### src/rtl/reg_access_arbiter_if.sv
// -----------------------------------------------------------------------------
// reg_access_arbiter_if
// Bus bundle between the register-access arbiter, its two requesters (A: I2C
// slave engine, B: local host bus) and the 8-entry register file port.
//   Requester A/B : xReq, xWe, xAddr, xWdata  -> arbiter
//                   xGnt, xRvalid, xRdata, xErr <- arbiter
//   Register file : regAddr, regDataIn, regWriteEn <- arbiter
//                   regDataOut                     -> arbiter
// modport slave  : the arbiter's view
// modport master : the environment's view (requesters + register file)
// -----------------------------------------------------------------------------
interface reg_access_arbiter_if;
   logic       aReq;
   logic       aWe;
   logic [7:0] aAddr;
   logic [7:0] aWdata;
   logic       aGnt;
   logic       aRvalid;
   logic [7:0] aRdata;
   logic       aErr;

   logic       bReq;
   logic       bWe;
   logic [7:0] bAddr;
   logic [7:0] bWdata;
   logic       bGnt;
   logic       bRvalid;
   logic [7:0] bRdata;
   logic       bErr;

   logic [7:0] regAddr;
   logic [7:0] regDataIn;
   logic       regWriteEn;
   logic [7:0] regDataOut;

   modport slave (
      input  aReq, aWe, aAddr, aWdata,
      output aGnt, aRvalid, aRdata, aErr,
      input  bReq, bWe, bAddr, bWdata,
      output bGnt, bRvalid, bRdata, bErr,
      output regAddr, regDataIn, regWriteEn,
      input  regDataOut
   );

   modport master (
      output aReq, aWe, aAddr, aWdata,
      input  aGnt, aRvalid, aRdata, aErr,
      output bReq, bWe, bAddr, bWdata,
      input  bGnt, bRvalid, bRdata, bErr,
      input  regAddr, regDataIn, regWriteEn,
      output regDataOut
   );
endinterface

### src/rtl/reg_access_arbiter.sv
// -----------------------------------------------------------------------------
// reg_access_arbiter
// Two-requester arbiter in front of the I2C slave register file. One access is
// in flight at a time: a write occupies WRITE for one cycle, a read walks
// RD_ADDR -> RD_CAPT to cover the file's one-cycle read latency. Writes to
// read-only or unmapped addresses are dropped and flagged on xErr.
// Ports:
//   clk   - rising-edge clock
//   rst_n - asynchronous active-low reset
//   bus   - reg_access_arbiter_if.slave (requester A/B and register file port)
// Parameters:
//   RW_REGS    - addresses 0..RW_REGS-1 are writable
//   NUM_REGS   - addresses >= NUM_REGS are unmapped (read as 8'h00)
//   A_PRIORITY - 1: A wins ties, 0: round-robin on ties
// -----------------------------------------------------------------------------
module reg_access_arbiter #(
   parameter int RW_REGS    = 4,
   parameter int NUM_REGS   = 8,
   parameter int A_PRIORITY = 1
) (
   input logic                  clk,
   input logic                  rst_n,
   reg_access_arbiter_if.slave  bus
);

   localparam logic [7:0] RW_LIMIT  = 8'(RW_REGS);
   localparam logic [7:0] MAP_LIMIT = 8'(NUM_REGS);

   typedef enum logic [1:0] {IDLE, WRITE, RD_ADDR, RD_CAPT} state_t;

   state_t     r_state;
   logic       r_owner;      // 0 = A, 1 = B
   logic       r_we;
   logic [7:0] r_addr;
   logic [7:0] r_wdata;
   logic       r_wr_blk;
   logic       r_ptr;        // round-robin pointer, 0 = A
   logic       r_rd_pend;    // read data captured, rvalid due next cycle

   logic       r_a_gnt, r_a_rvalid, r_a_err;
   logic       r_b_gnt, r_b_rvalid, r_b_err;
   logic [7:0] r_a_rdata, r_b_rdata;
   logic [7:0] r_reg_addr, r_reg_wdata;
   logic       r_reg_we;

   logic       w_req_any;
   logic       w_pick_b;
   logic       w_we;
   logic [7:0] w_addr;
   logic [7:0] w_wdata;
   logic       w_wr_ok;

   // B wins when alone, or on a tie when round-robin is active and the pointer is at B
   assign w_req_any = bus.aReq | bus.bReq;
   assign w_pick_b  = bus.bReq & (~bus.aReq | (r_ptr & (A_PRIORITY == 0)));
   assign w_we      = w_pick_b ? bus.bWe    : bus.aWe;
   assign w_addr    = w_pick_b ? bus.bAddr  : bus.aAddr;
   assign w_wdata   = w_pick_b ? bus.bWdata : bus.aWdata;
   assign w_wr_ok   = (w_addr < RW_LIMIT);

   always_ff @(posedge clk or negedge rst_n) begin
      if (!rst_n) begin
         r_state     <= IDLE;
         r_owner     <= 1'b0;
         r_we        <= 1'b0;
         r_addr      <= 8'h00;
         r_wdata     <= 8'h00;
         r_wr_blk    <= 1'b0;
         r_ptr       <= 1'b0;
         r_rd_pend   <= 1'b0;
         r_a_gnt     <= 1'b0;
         r_a_rvalid  <= 1'b0;
         r_a_err     <= 1'b0;
         r_a_rdata   <= 8'h00;
         r_b_gnt     <= 1'b0;
         r_b_rvalid  <= 1'b0;
         r_b_err     <= 1'b0;
         r_b_rdata   <= 8'h00;
         r_reg_addr  <= 8'h00;
         r_reg_wdata <= 8'h00;
         r_reg_we    <= 1'b0;
      end else begin
         r_a_gnt    <= 1'b0;
         r_b_gnt    <= 1'b0;
         r_a_err    <= 1'b0;
         r_b_err    <= 1'b0;
         r_a_rvalid <= 1'b0;
         r_b_rvalid <= 1'b0;
         r_reg_we   <= 1'b0;

         case (r_state)
            IDLE: begin
               // rvalid of the previous read can coincide with a new grant;
               // r_owner still holds the previous owner here
               if (r_rd_pend) begin
                  r_rd_pend <= 1'b0;
                  if (r_owner) r_b_rvalid <= 1'b1;
                  else         r_a_rvalid <= 1'b1;
               end
               if (w_req_any) begin
                  r_owner <= w_pick_b;
                  r_we    <= w_we;
                  r_addr  <= w_addr;
                  r_wdata <= w_wdata;
                  if (w_pick_b) r_b_gnt <= 1'b1;
                  else          r_a_gnt <= 1'b1;
                  if (bus.aReq && bus.bReq && (A_PRIORITY == 0))
                     r_ptr <= ~r_ptr;
                  if (w_we) begin
                     // block decision and err are registered with gnt
                     r_wr_blk <= ~w_wr_ok;
                     if (!w_wr_ok) begin
                        if (w_pick_b) r_b_err <= 1'b1;
                        else          r_a_err <= 1'b1;
                     end
                     r_state <= WRITE;
                  end else begin
                     // present the read address during RD_ADDR so the file's
                     // registered output is ready in RD_CAPT
                     r_reg_addr <= w_addr;
                     r_state    <= RD_ADDR;
                  end
               end
            end
            WRITE: begin
               if (!r_wr_blk) begin
                  r_reg_we    <= 1'b1;
                  r_reg_addr  <= r_addr;
                  r_reg_wdata <= r_wdata;
               end
               r_state <= IDLE;
            end
            RD_ADDR: begin
               r_state <= RD_CAPT;
            end
            RD_CAPT: begin
               if (r_owner) r_b_rdata <= (r_addr < MAP_LIMIT) ? bus.regDataOut : 8'h00;
               else         r_a_rdata <= (r_addr < MAP_LIMIT) ? bus.regDataOut : 8'h00;
               r_rd_pend <= 1'b1;
               r_state   <= IDLE;
            end
            default: r_state <= IDLE;
         endcase
      end
   end

   assign bus.aGnt       = r_a_gnt;
   assign bus.aRvalid    = r_a_rvalid;
   assign bus.aRdata     = r_a_rdata;
   assign bus.aErr       = r_a_err;
   assign bus.bGnt       = r_b_gnt;
   assign bus.bRvalid    = r_b_rvalid;
   assign bus.bRdata     = r_b_rdata;
   assign bus.bErr       = r_b_err;
   assign bus.regAddr    = r_reg_addr;
   assign bus.regDataIn  = r_reg_wdata;
   assign bus.regWriteEn = r_reg_we;

endmodule

### src/flat_wrapper.sv
// flat-port wrapper written by rule: the top's interface ports become plain ports
module reg_access_arbiter_flat 
#(
   parameter int RW_REGS    = 4,
   parameter int NUM_REGS   = 8,
   parameter int A_PRIORITY = 1
)
  (clk, rst_n, bus_aReq, bus_aWe, bus_aAddr, bus_aWdata, bus_aGnt, bus_aRvalid, bus_aRdata, bus_aErr, bus_bReq, bus_bWe, bus_bAddr, bus_bWdata, bus_bGnt, bus_bRvalid, bus_bRdata, bus_bErr, bus_regAddr, bus_regDataIn, bus_regWriteEn, bus_regDataOut);
  reg_access_arbiter_if bus_i ();
  input logic clk;
  input logic rst_n;
  input wire logic [$bits(bus_i.aReq)-1:0] bus_aReq;
  input wire logic [$bits(bus_i.aWe)-1:0] bus_aWe;
  input wire logic [$bits(bus_i.aAddr)-1:0] bus_aAddr;
  input wire logic [$bits(bus_i.aWdata)-1:0] bus_aWdata;
  output wire logic [$bits(bus_i.aGnt)-1:0] bus_aGnt;
  output wire logic [$bits(bus_i.aRvalid)-1:0] bus_aRvalid;
  output wire logic [$bits(bus_i.aRdata)-1:0] bus_aRdata;
  output wire logic [$bits(bus_i.aErr)-1:0] bus_aErr;
  input wire logic [$bits(bus_i.bReq)-1:0] bus_bReq;
  input wire logic [$bits(bus_i.bWe)-1:0] bus_bWe;
  input wire logic [$bits(bus_i.bAddr)-1:0] bus_bAddr;
  input wire logic [$bits(bus_i.bWdata)-1:0] bus_bWdata;
  output wire logic [$bits(bus_i.bGnt)-1:0] bus_bGnt;
  output wire logic [$bits(bus_i.bRvalid)-1:0] bus_bRvalid;
  output wire logic [$bits(bus_i.bRdata)-1:0] bus_bRdata;
  output wire logic [$bits(bus_i.bErr)-1:0] bus_bErr;
  output wire logic [$bits(bus_i.regAddr)-1:0] bus_regAddr;
  output wire logic [$bits(bus_i.regDataIn)-1:0] bus_regDataIn;
  output wire logic [$bits(bus_i.regWriteEn)-1:0] bus_regWriteEn;
  input wire logic [$bits(bus_i.regDataOut)-1:0] bus_regDataOut;
  assign bus_i.aReq = bus_aReq;
  assign bus_i.aWe = bus_aWe;
  assign bus_i.aAddr = bus_aAddr;
  assign bus_i.aWdata = bus_aWdata;
  assign bus_aGnt = bus_i.aGnt;
  assign bus_aRvalid = bus_i.aRvalid;
  assign bus_aRdata = bus_i.aRdata;
  assign bus_aErr = bus_i.aErr;
  assign bus_i.bReq = bus_bReq;
  assign bus_i.bWe = bus_bWe;
  assign bus_i.bAddr = bus_bAddr;
  assign bus_i.bWdata = bus_bWdata;
  assign bus_bGnt = bus_i.bGnt;
  assign bus_bRvalid = bus_i.bRvalid;
  assign bus_bRdata = bus_i.bRdata;
  assign bus_bErr = bus_i.bErr;
  assign bus_regAddr = bus_i.regAddr;
  assign bus_regDataIn = bus_i.regDataIn;
  assign bus_regWriteEn = bus_i.regWriteEn;
  assign bus_i.regDataOut = bus_regDataOut;
  reg_access_arbiter #(.RW_REGS(RW_REGS), .NUM_REGS(NUM_REGS), .A_PRIORITY(A_PRIORITY)) u_core (.clk(clk), .rst_n(rst_n), .bus(bus_i));
endmodule
### config.mk
export PLATFORM = sky130hd
export DESIGN_NAME = reg_access_arbiter_flat
export DESIGN_NICKNAME = d
export VERILOG_FILES = /design/src/rtl/reg_access_arbiter_if.sv /design/src/rtl/reg_access_arbiter.sv /design/src/flat_wrapper.sv
export SDC_FILE = /design/constraint.sdc
export NUM_CORES = 1
export LEC_CHECK = 0
export BUFFER_PORTS_ARGS = -buffer_cell sky130_fd_sc_hd__buf_2
export CORE_AREA = 2 2 76 78
export CTS_CLUSTER_SIZE = 10
export DETAILED_ROUTE_END_ITERATION = 6
export DIE_AREA = 0 0 78 80
export GPL_TIMING_DRIVEN = 0
export PLACE_DENSITY = 0.77
export SYNTH_ARGS = -nofsm -noshare
export SYNTH_HDL_FRONTEND = slang
export SYNTH_SLANG_ARGS = --single-unit
### constraint.sdc
create_clock -name clk -period 2.5 [get_ports clk]
set_clock_uncertainty 0.1 [all_clocks]
set_input_delay 0.375 -clock clk [delete_from_list [all_inputs] [get_ports clk]]
set_output_delay 0.375 -clock clk [all_outputs]
set_load 0.02 [all_outputs]
# Word-level counts from Yosys, hierarchy flattened
# Cells that the tools add are included.
# totals
register_bits	60
latchBits	0
ramBits	0
mem_bits_ro	0
elab_cells	75
memories	0
# op_classes
add_sub_neg	0
multipliers	0
div	0
n_lt_le_gt_ge	2
n_eq_ne	6
shifts	0
mux	34
bitwise	6
reduce_logical	10
# op_table
operator	count
8-bit 2-to-1 mux	6
1-bit 2-to-1 mux	23
8-bit case mux with 2 select lines	1
8-bit by 3-bit less-than comparator with 1-bit output, second input constant	1
8-bit by 4-bit less-than comparator with 1-bit output, second input constant	1
2-bit AND reduction	4
2-bit case mux with 3 select lines	1
2-bit == test, second input constant	2
2-bit 2-to-1 mux	2
2-bit != test, second input constant	2
1-bit NOT	4
4-bit AND reduction	1
2-bit nonzero test	2
3-bit AND reduction	1
2-bit by 1-bit == test with 1-bit output, second input constant	1
2-bit logical NOT	1
2-bit by 1-bit != test with 1-bit output, second input constant	1
1-bit case mux with 2 select lines	1
2-bit OR reduction	1
1-bit bitwise AND	1
1-bit OR	1

# Logic depth before layout (Yosys ltp)
# Gate-level depths: netlist of the first run.
# logic_depth
word_depth	8
depth_mapped	8
mapped_depth_nobuf	6

# Worst setup path before layout of the first run
# OpenSTA, ideal clock, no wires.
# synth_path
path_kind	reg2reg
start	reg u_core.r_state[1]
end	reg u_core.r_reg_wdata[1], in the netlist u_core.bus.regDataIn[1]
arrival_time_ns	1.589
required_ns	2.275
path_slack_ns	0.687
path_stages_with_launch	7
period_less_slack_ns	1.813
path_cell_list	dfrtp_1 inv_1 ha_1 nor2b_1 buf_4 buf_4 mux2_2
# synth_between
elab_chain_cells	2
# synth_lines
item	line	source
from (decl)	reg_access_arbiter.sv:31	state_t r_state;
from (signal assigned)	reg_access_arbiter.sv:63	r_state <= IDLE;
from (signal assigned)	reg_access_arbiter.sv:116	r_state <= WRITE;
from (signal assigned)	reg_access_arbiter.sv:121	r_state <= RD_ADDR;
2-bit by 1-bit == test with 1-bit output	reg_access_arbiter.sv:91	case (r_state)
2-bit AND reduction (no line)	n/a	
to (signal assigned)	reg_access_arbiter.sv:129	r_reg_wdata <= r_wdata;
to (decl)	reg_access_arbiter.sv:43	logic [7:0] r_reg_addr, r_reg_wdata;
# No other way between the ends.
# A chain may end at the register's enable or synchronous reset.

# Worst setup path in the final report of the first run
# Same ends and word-level chain as after synthesis.

==> results of run 1 <==
==> kinds of logic (layout without fill, tap and decap cells) <==
family	after synthesis	count (layout)	share of synthesized area
flip-flops	60	60	0.571
adder cells (fa/ha/maj)	4	4	0.0190
AO/OA/AOI/OAI	56	56	0.126
AND/OR/NAND/NOR	83	83	0.147
buffers and inverters	15	115	0.0324
multiplexers	26	26	0.104
==> area by class of cell <==
cell class,count,area [sq um]
fillers,461,2030
flip-flops and latches,60,1500
multi-input cells,169,1040
repair buffers,84,423
clock buffers,13,169
well taps,72,90.1
plain buffers,11,70.1
clock inverters,3,67.6
inverters,4,15.0
==> power by group through the flow <==
stage | combinational, mW | clock (mW) | sequential [mW]
after global placement | 1.68 | 0 | 1.64
after CTS | 1.73 | 1.02 | 1.64
final | 1.72 | 1.00 | 1.65
after floorplan | 0.842 | 0 | 1.94
after global routing | 1.90 | 1.07 | 1.69
after detailed placement | 1.72 | 0 | 1.66
==> per-stage QoR <==
stage	power (mW)	setup slack, ns
floorplan	2.79	0.687
global placement	3.31	0.428
detailed placement	3.38	0.425
CTS	4.39	0.414
global route	4.67	0.289
finish	4.37	0.399
==> worst max path at each step <==
stage                                                     end  slack (ns)  cells past startpoint
final                     u_core.bus.regDataIn[1]$_DFFE_PN0P_        0.40                      6
after global routing        u_core.bus.regAddr[4]$_DFFE_PN0P_        0.29                      7
after CTS                 u_core.bus.regDataIn[1]$_DFFE_PN0P_        0.41                      6
after detailed placement  u_core.bus.regDataIn[1]$_DFFE_PN0P_        0.42                      6
after global placement    u_core.bus.regDataIn[1]$_DFFE_PN0P_        0.43                      6
after floorplan           u_core.bus.regDataIn[1]$_DFFE_PN0P_        0.69                      6
==> metal layers <==
metal	share of wire	global-route usage	vias to the layer above
met3	0.062	0.0396	8
li1	-	-	1030
met2	0.46	0.311	87
met5	0	0	-
met4	0.015	0.0965	0
met1	0.46	0.276	991
==> cell usage in the layout, fill, tap and decap left out <==
cell type   netlist  routed
nand2b_1          3       3
o32ai_1           1       1
nor2b_1          10      10
o31ai_1           8       8
buf_4             2       3
nor2_4            1       1
nor4_1            1       1
ha_1              4       4
nand3_1           1       1
o21ai_0          33      33
buf_8             1       1
clkbuf_8          0      12
nor3b_1           1       1
and2_1            1       1
clkbuf_1          5       6
nand2_1          51      51
inv_1             4       4
or4_1             2       2
mux2_2           11      11
o32ai_2           1       1
dfrtp_1          60      60
a22oi_1           2       2
nor2_1            8       8
buf_6             1       1
bufinv_16         0       2
and3_1            3       3
mux2i_1          15      15
clkinvlp_4        0       1
o31ai_2           1       1
buf_2             2      85
a21oi_1           9       9
o41ai_1           1       1
nor2b_4           1       1
==> flip-flops by register name (all words and copies together), names as in the netlist <==
signal	flops
u_core.bus.aRdata	8
u_core.bus.bRdata	8
u_core.bus.regAddr	8
u_core.bus.regDataIn	8
u_core.r_addr	8
u_core.r_wdata	8
u_core.r_state	2
u_core.bus.aErr	1
u_core.bus.aGnt	1
u_core.bus.aRvalid	1
u_core.bus.bErr	1
u_core.bus.bGnt	1
u_core.bus.bRvalid	1
u_core.bus.regWriteEn	1
u_core.r_owner	1
u_core.r_rd_pend	1
u_core.r_wr_blk	1
==> critical path, cell delays in order (launching register included) <==
cell	delay, ns
dfrtp_1	0.41
inv_1	0.09
ha_1	0.46
nor2b_1	0.19
buf_4	0.20
buf_4	0.20
mux2_2	0.34
==> flow_metrics.py, run 1 <==
metrics = {
    "layout": {
        "final_nets": 389,
        "fin_util": 0.625,
        "stdcell_area_sq_um": 3380,
        "final_cells": 416,
        "area_growth_pct": 28.5,
        "layout-drive-gt1-share": 0.349,
        "diodes": 0,
    },
    "clock_tree": {
        "clockRootBuffer": "clkbuf_8",
        "cts_resized": 0,
        "cts_made_buffers": 9,
        "clk_pin_slew_worst_paths_ns": 0.06,
        "cts_tree": "done",
        "ctsHoldBuffers": 0,
        "htree_levels": 3,
        "postCtsSetupBuffers": 0,
        "cts.sinks": 60,
        "clk_latency_ns": 0.33,
        "clockBufferDepth": 2,
    },
    "power_and_ir_drop": {
        "p_leak_nw": 1.76,
        "p_clk_frac": 0.229,
        "combPwrFrac": 0.394,
        "p_int_mw": 2.68,
        "switching_power_mw": 1.69,
        "cellPowerDensity_nw_per_um2": 1290,
        "p_sw_frac": 0.386,
        "vdd_drop_max_v": 0.000631,
        "pwr-share-seq": 0.377,
    },
    "synthesis": {
        "synthMostInstantiatedCell": "dfrtp_1",
        "synth.net_count": 294,
        "synthTopCellsByCount": "60 x dfrtp_1, 51 x nand2_1, 33 x o21ai_0",
        "avgSynthCellArea_sq_um": 10.8,
        "synth_top_area_cell": "dfrtp_1",
        "synth.ff_latch_count": 60,
        "ys_types": 30,
        "netlist_area_sq_um": 2630,
        "yosys-top-cells-area": "dfrtp_1 57%, nand2_1 7.3%, o21ai_0 6.3%",
        "ys_warn_count": 0,
        "synth_ff_type": "dfrtp_1",
        "async_flop_share": 1.00,
        "synthCells": 244,
        "synth_top_area_frac": 0.571,
        "yosysSeqAreaShare": 0.571,
        "synth_enable_flop_cells": 0,
    },
    "timing": {
        "final-max-slew-violation-count": 0,
        "min_period_ns": 2.10,
        "tns_ns": 0,
        "setup_viol_count_final": 0,
        "fmax_ghz": 0.476,
        "hold_viol_final": 0,
        "max_slew_margin": 0.502,
        "worst_pin_slew_ns": 0.745,
        "rsz0062_at_grt": "no",
        "holdWs_ns": 0.00903,
        "post-route-period-util": 0.840,
    },
    "worst_setup_path": {
        "worst_ep_required_time_ns": 2.62,
        "crit_arrival_ns": 2.22,
        "cp-end-kind": "flip-flop",
        "setup.worst_path.start": "u_core.r_state[1]$_DFFE_PN0P_",
        "r2r_cells": 6,
        "rrSetupSlack_ns": 0.40,
        "critPathMaxFanout": 10,
        "crit_type": "reg -> reg",
        "startpoint_type": "flip-flop",
        "r2r_end": "u_core.bus.regDataIn[1]$_DFFE_PN0P_",
        "worstReg2RegStart": "u_core.r_state[1]$_DFFE_PN0P_",
    },
    "global_routing": {
        "antenna_found_initial": 0,
        "grt_remaining_overflow": 0,
        "grt_util_all_layers": 0.202,
        "grt_max_degree": 61,
        "grt_pass1_wl_um": 9630,
        "grt_pass1_vias": 2067,
    },
    "drt": {
        "first_pass_iters": 4,
        "num_vias": 2116,
        "vias_per_cell": 5.09,
        "wl_per_cell_um": 14.1,
        "drt_iter0_markers": 58,
        "ant_nets": 0,
        "routed_wl_um": 5860,
        "drc_errors": 0,
    },
    "run": {
        "maxCapViolations": 0,
    },
    "die": {
        "die_area_sq_um": 6240,
        "start_util": 0.486,
        "die_w_um": 78,
        "rows": 27,
        "fp.coreArea_sq_um": 5410,
        "die_h_um": 80,
        "num_io_pins": 85,
    },
    "placed_design": {
        "gp_congestion": 0.756,
        "hpwl_um": 4200,
        "port_buffers": 84,
        "dp_cells": 400,
        "post_dp_cell_area_sq_um": 3140,
    },
    "status": {
        "status": "finished, final reports clean",
    },
    "hold_path": {
        "hp-class": "in -> async",
    },
}
Power figures use the tool's default switching activity.
==> run 2: changes to the inputs <==
--- a/config.mk
+++ b/config.mk
@@ -5,11 +5,12 @@
 export SDC_FILE = /design/constraint.sdc
 export NUM_CORES = 1
 export LEC_CHECK = 0
+export ABC_AREA = 1
 export BUFFER_PORTS_ARGS = -buffer_cell sky130_fd_sc_hd__buf_2
-export CORE_AREA = 2 2 76 78
+export CORE_AREA = 2 2 77 79
 export CTS_CLUSTER_SIZE = 10
 export DETAILED_ROUTE_END_ITERATION = 6
-export DIE_AREA = 0 0 78 80
+export DIE_AREA = 0 0 79 81
 export GPL_TIMING_DRIVEN = 0
 export PLACE_DENSITY = 0.77
 export SYNTH_ARGS = -nofsm -noshare
==> constraint.sdc (replaced) <==
create_clock -name clk -period 2 [get_ports clk]
set_clock_uncertainty 0.1 [all_clocks]
set_input_delay 0.3 -clock clk [delete_from_list [all_inputs] [get_ports clk]]
set_output_delay 0.3 -clock clk [all_outputs]
set_load 0.02 [all_outputs]
==> flow_metrics.py, run 2 <==
metrics = {
    "timing": {
        "fmax_ghz": 0.547,
        "max_slew_margin": 0.503,
        "holdWs_ns": 0.0989,
        "setup_viol_count_final": 0,
        "tns_ns": 0,
        "final-max-slew-violation-count": 0,
        "min_period_ns": 1.83,
        "rsz0062_at_grt": "no",
        "hold_viol_final": 0,
        "worst_pin_slew_ns": 0.746,
        "post-route-period-util": 0.914,
    },
    "worst_setup_path": {
        "startpoint_type": "flip-flop",
        "critical_path.endpoint": "u_core.bus.regAddr[5]$_DFFE_PN0P_",
        "worst_ep_required_time_ns": 2.13,
        "r2r_end": "u_core.bus.regAddr[5]$_DFFE_PN0P_",
        "setup.worst_path.start": "u_core.r_state[1]$_DFFE_PN0P_",
        "worstReg2RegStart": "u_core.r_state[1]$_DFFE_PN0P_",
        "rrSetupSlack_ns": 0.17,
        "crit_arrival_ns": 1.96,
        "critPathMaxFanout": 9,
        "cp-end-kind": "flip-flop",
        "r2r_cells": 9,
        "crit_type": "reg -> reg",
    },
    "placed_design": {
        "gp_congestion": 0.867,
        "hpwl_um": 4580,
        "port_buffers": 83,
    },
    "synthesis": {
        "synth_enable_flop_cells": 0,
        "yosysSeqAreaShare": 0.552,
        "netlist_area_sq_um": 2720,
        "yosys-top-cells-area": "dfrtp_1 55%, nand2_1 15%, o21ai_0 7.2%",
        "synthCells": 331,
        "async_flop_share": 1.00,
        "synth_ff_type": "dfrtp_1",
        "ys_warn_count": 0,
        "synth.net_count": 381,
        "synthTopCellsByCount": "106 x nand2_1, 60 x dfrtp_1, 39 x o21ai_0",
        "synthMostInstantiatedCell": "nand2_1",
        "ys_types": 24,
        "synth.ff_latch_count": 60,
        "synth_top_area_frac": 0.552,
        "synth_top_area_cell": "dfrtp_1",
        "avgSynthCellArea_sq_um": 8.22,
    },
    "status": {
        "status": "finished, final reports clean",
    },
    "drt": {
        "routed_wl_um": 6400,
        "drc_errors": 0,
        "vias_per_cell": 4.93,
        "first_pass_iters": 4,
        "wl_per_cell_um": 12.6,
        "num_vias": 2493,
        "drt_iter0_markers": 140,
        "ant_nets": 0,
    },
    "global_routing": {
        "grt_pass1_vias": 2474,
        "grt_max_degree": 61,
        "grt_pass1_wl_um": 10900,
        "grt_remaining_overflow": 0,
        "grt_util_all_layers": 0.223,
        "antenna_found_initial": 0,
    },
    "clock_tree": {
        "cts_made_buffers": 9,
        "postCtsSetupBuffers": 0,
        "clockBufferDepth": 2,
        "cts_tree": "done",
        "cts.sinks": 60,
        "clk_latency_ns": 0.34,
        "clk_pin_slew_worst_paths_ns": 0.06,
        "clockRootBuffer": "clkbuf_8",
        "htree_levels": 3,
    },
    "power_and_ir_drop": {
        "cellPowerDensity_nw_per_um2": 1510,
        "finalPower_mw": 5.15,
        "vdd_drop_max_v": 0.000631,
        "p_leak_nw": 1.98,
    },
    "layout": {
        "most-common-layout-cells": "106 x nand2_1, 86 x buf_2, 60 x dfrtp_1",
        "final_nets": 476,
        "diodes": 0,
        "area_growth_pct": 25.4,
        "final_common_cell": "nand2_1",
        "layout-drive-gt1-share": 0.262,
    },
    "die": {
        "num_io_pins": 85,
        "start_util": 0.479,
        "fp.coreArea_sq_um": 5680,
        "die_area_sq_um": 6400,
        "die_h_um": 81,
        "die_w_um": 79,
        "rows": 28,
    },
    "hold_path": {
        "hp-class": "in -> reg",
    },
    "run": {
        "maxCapViolations": 0,
    },
}
==> run 2: per-layer routing <==
metal	track usage	up-vias	wire, um
met4	0.117	0	151
met1	0.282	1140	2810
met5	0	-	0
met2	0.369	99	2990
met3	0.0389	15	443
li1	-	1239	-
==> run 2: cell type report <==
| type | count | area, sq um |
|---|---|---|
| Buffer | 10 | 61.3 |
| Clock buffer | 14 | 153 |
| Clock inverter | 2 | 10.0 |
| Fill cell | 524 | 2260 |
| Inverter | 41 | 154 |
| Multi-Input combinational cell | 220 | 1010 |
| Sequential cell | 60 | 1500 |
| Tap cell | 75 | 93.8 |
| Timing Repair Buffer | 84 | 428 |
==> run 2: worst min path at each step <==
| stage | from | to | depth (start not counted) |
|---|---|---|---|
| finish | bus_aWe | u_core.bus.aErr$_DFF_PN0_ | 3 |
| global route | bus_aWe | u_core.bus.aErr$_DFF_PN0_ | 3 |
| CTS | bus_aWe | u_core.bus.aErr$_DFF_PN0_ | 3 |
| detailed placement | u_core.bus.bRdata[3]$_DFFE_PN0P_ | u_core.bus.bRdata[3]$_DFFE_PN0P_ | 2 |
| global placement | u_core.bus.bRdata[6]$_DFFE_PN0P_ | u_core.bus.bRdata[6]$_DFFE_PN0P_ | 2 |
| floorplan | rst_n | u_core.bus.aErr$_DFF_PN0_ | 0 |
==> run 2: worst max-delay path, cell delays in order, from the launching register on <==
cell	delay, ns
dfrtp_1	0.40
inv_1	0.11
ha_2	0.24
inv_2	0.09
or2_1	0.23
buf_6	0.15
o21ai_4	0.13
nand2_4	0.13
nand2_1	0.08
nand2_1	0.05
==> run 2: cells by family after synthesis <==
family,count (synthesis),share of synthesized area
AND/OR/NAND/NOR,163,0.244
buffers and inverters,51,0.0782
adder cells (fa/ha/maj),4,0.0184
AO/OA/AOI/OAI,53,0.108
flip-flops,60,0.552
==> run 2: repair_timing <==
item / 4_1_cts / 5_1_grt
hold buffers: 0 / 1
resized for setup: 0 / 3
endpoints found under the setup margin: 0 / 17
hold endpoints to repair: 0 / 7
==> run 2: metrics by stage <==
step	area, sq um	setup WS [ns]	util	cells
finish	3410	0.172	0.601	506
global route	3410	0.0329	0.601	506
CTS	3390	0.117	0.598	505
detailed placement	3230	0.136	0.569	489
global placement	3230	0.161	0.569	489
floorplan	2720	0.341	-	331
==> run 2: power breakdown <==
group          leakage [nW]  total [mW]  internal (mW)  switching [mW]
clock                0.0844       0.929          0.481           0.448
combinational          1.12        2.26          0.748            1.51
sequential            0.773        1.96           1.74           0.223
total                  1.98        5.15           2.97            2.18
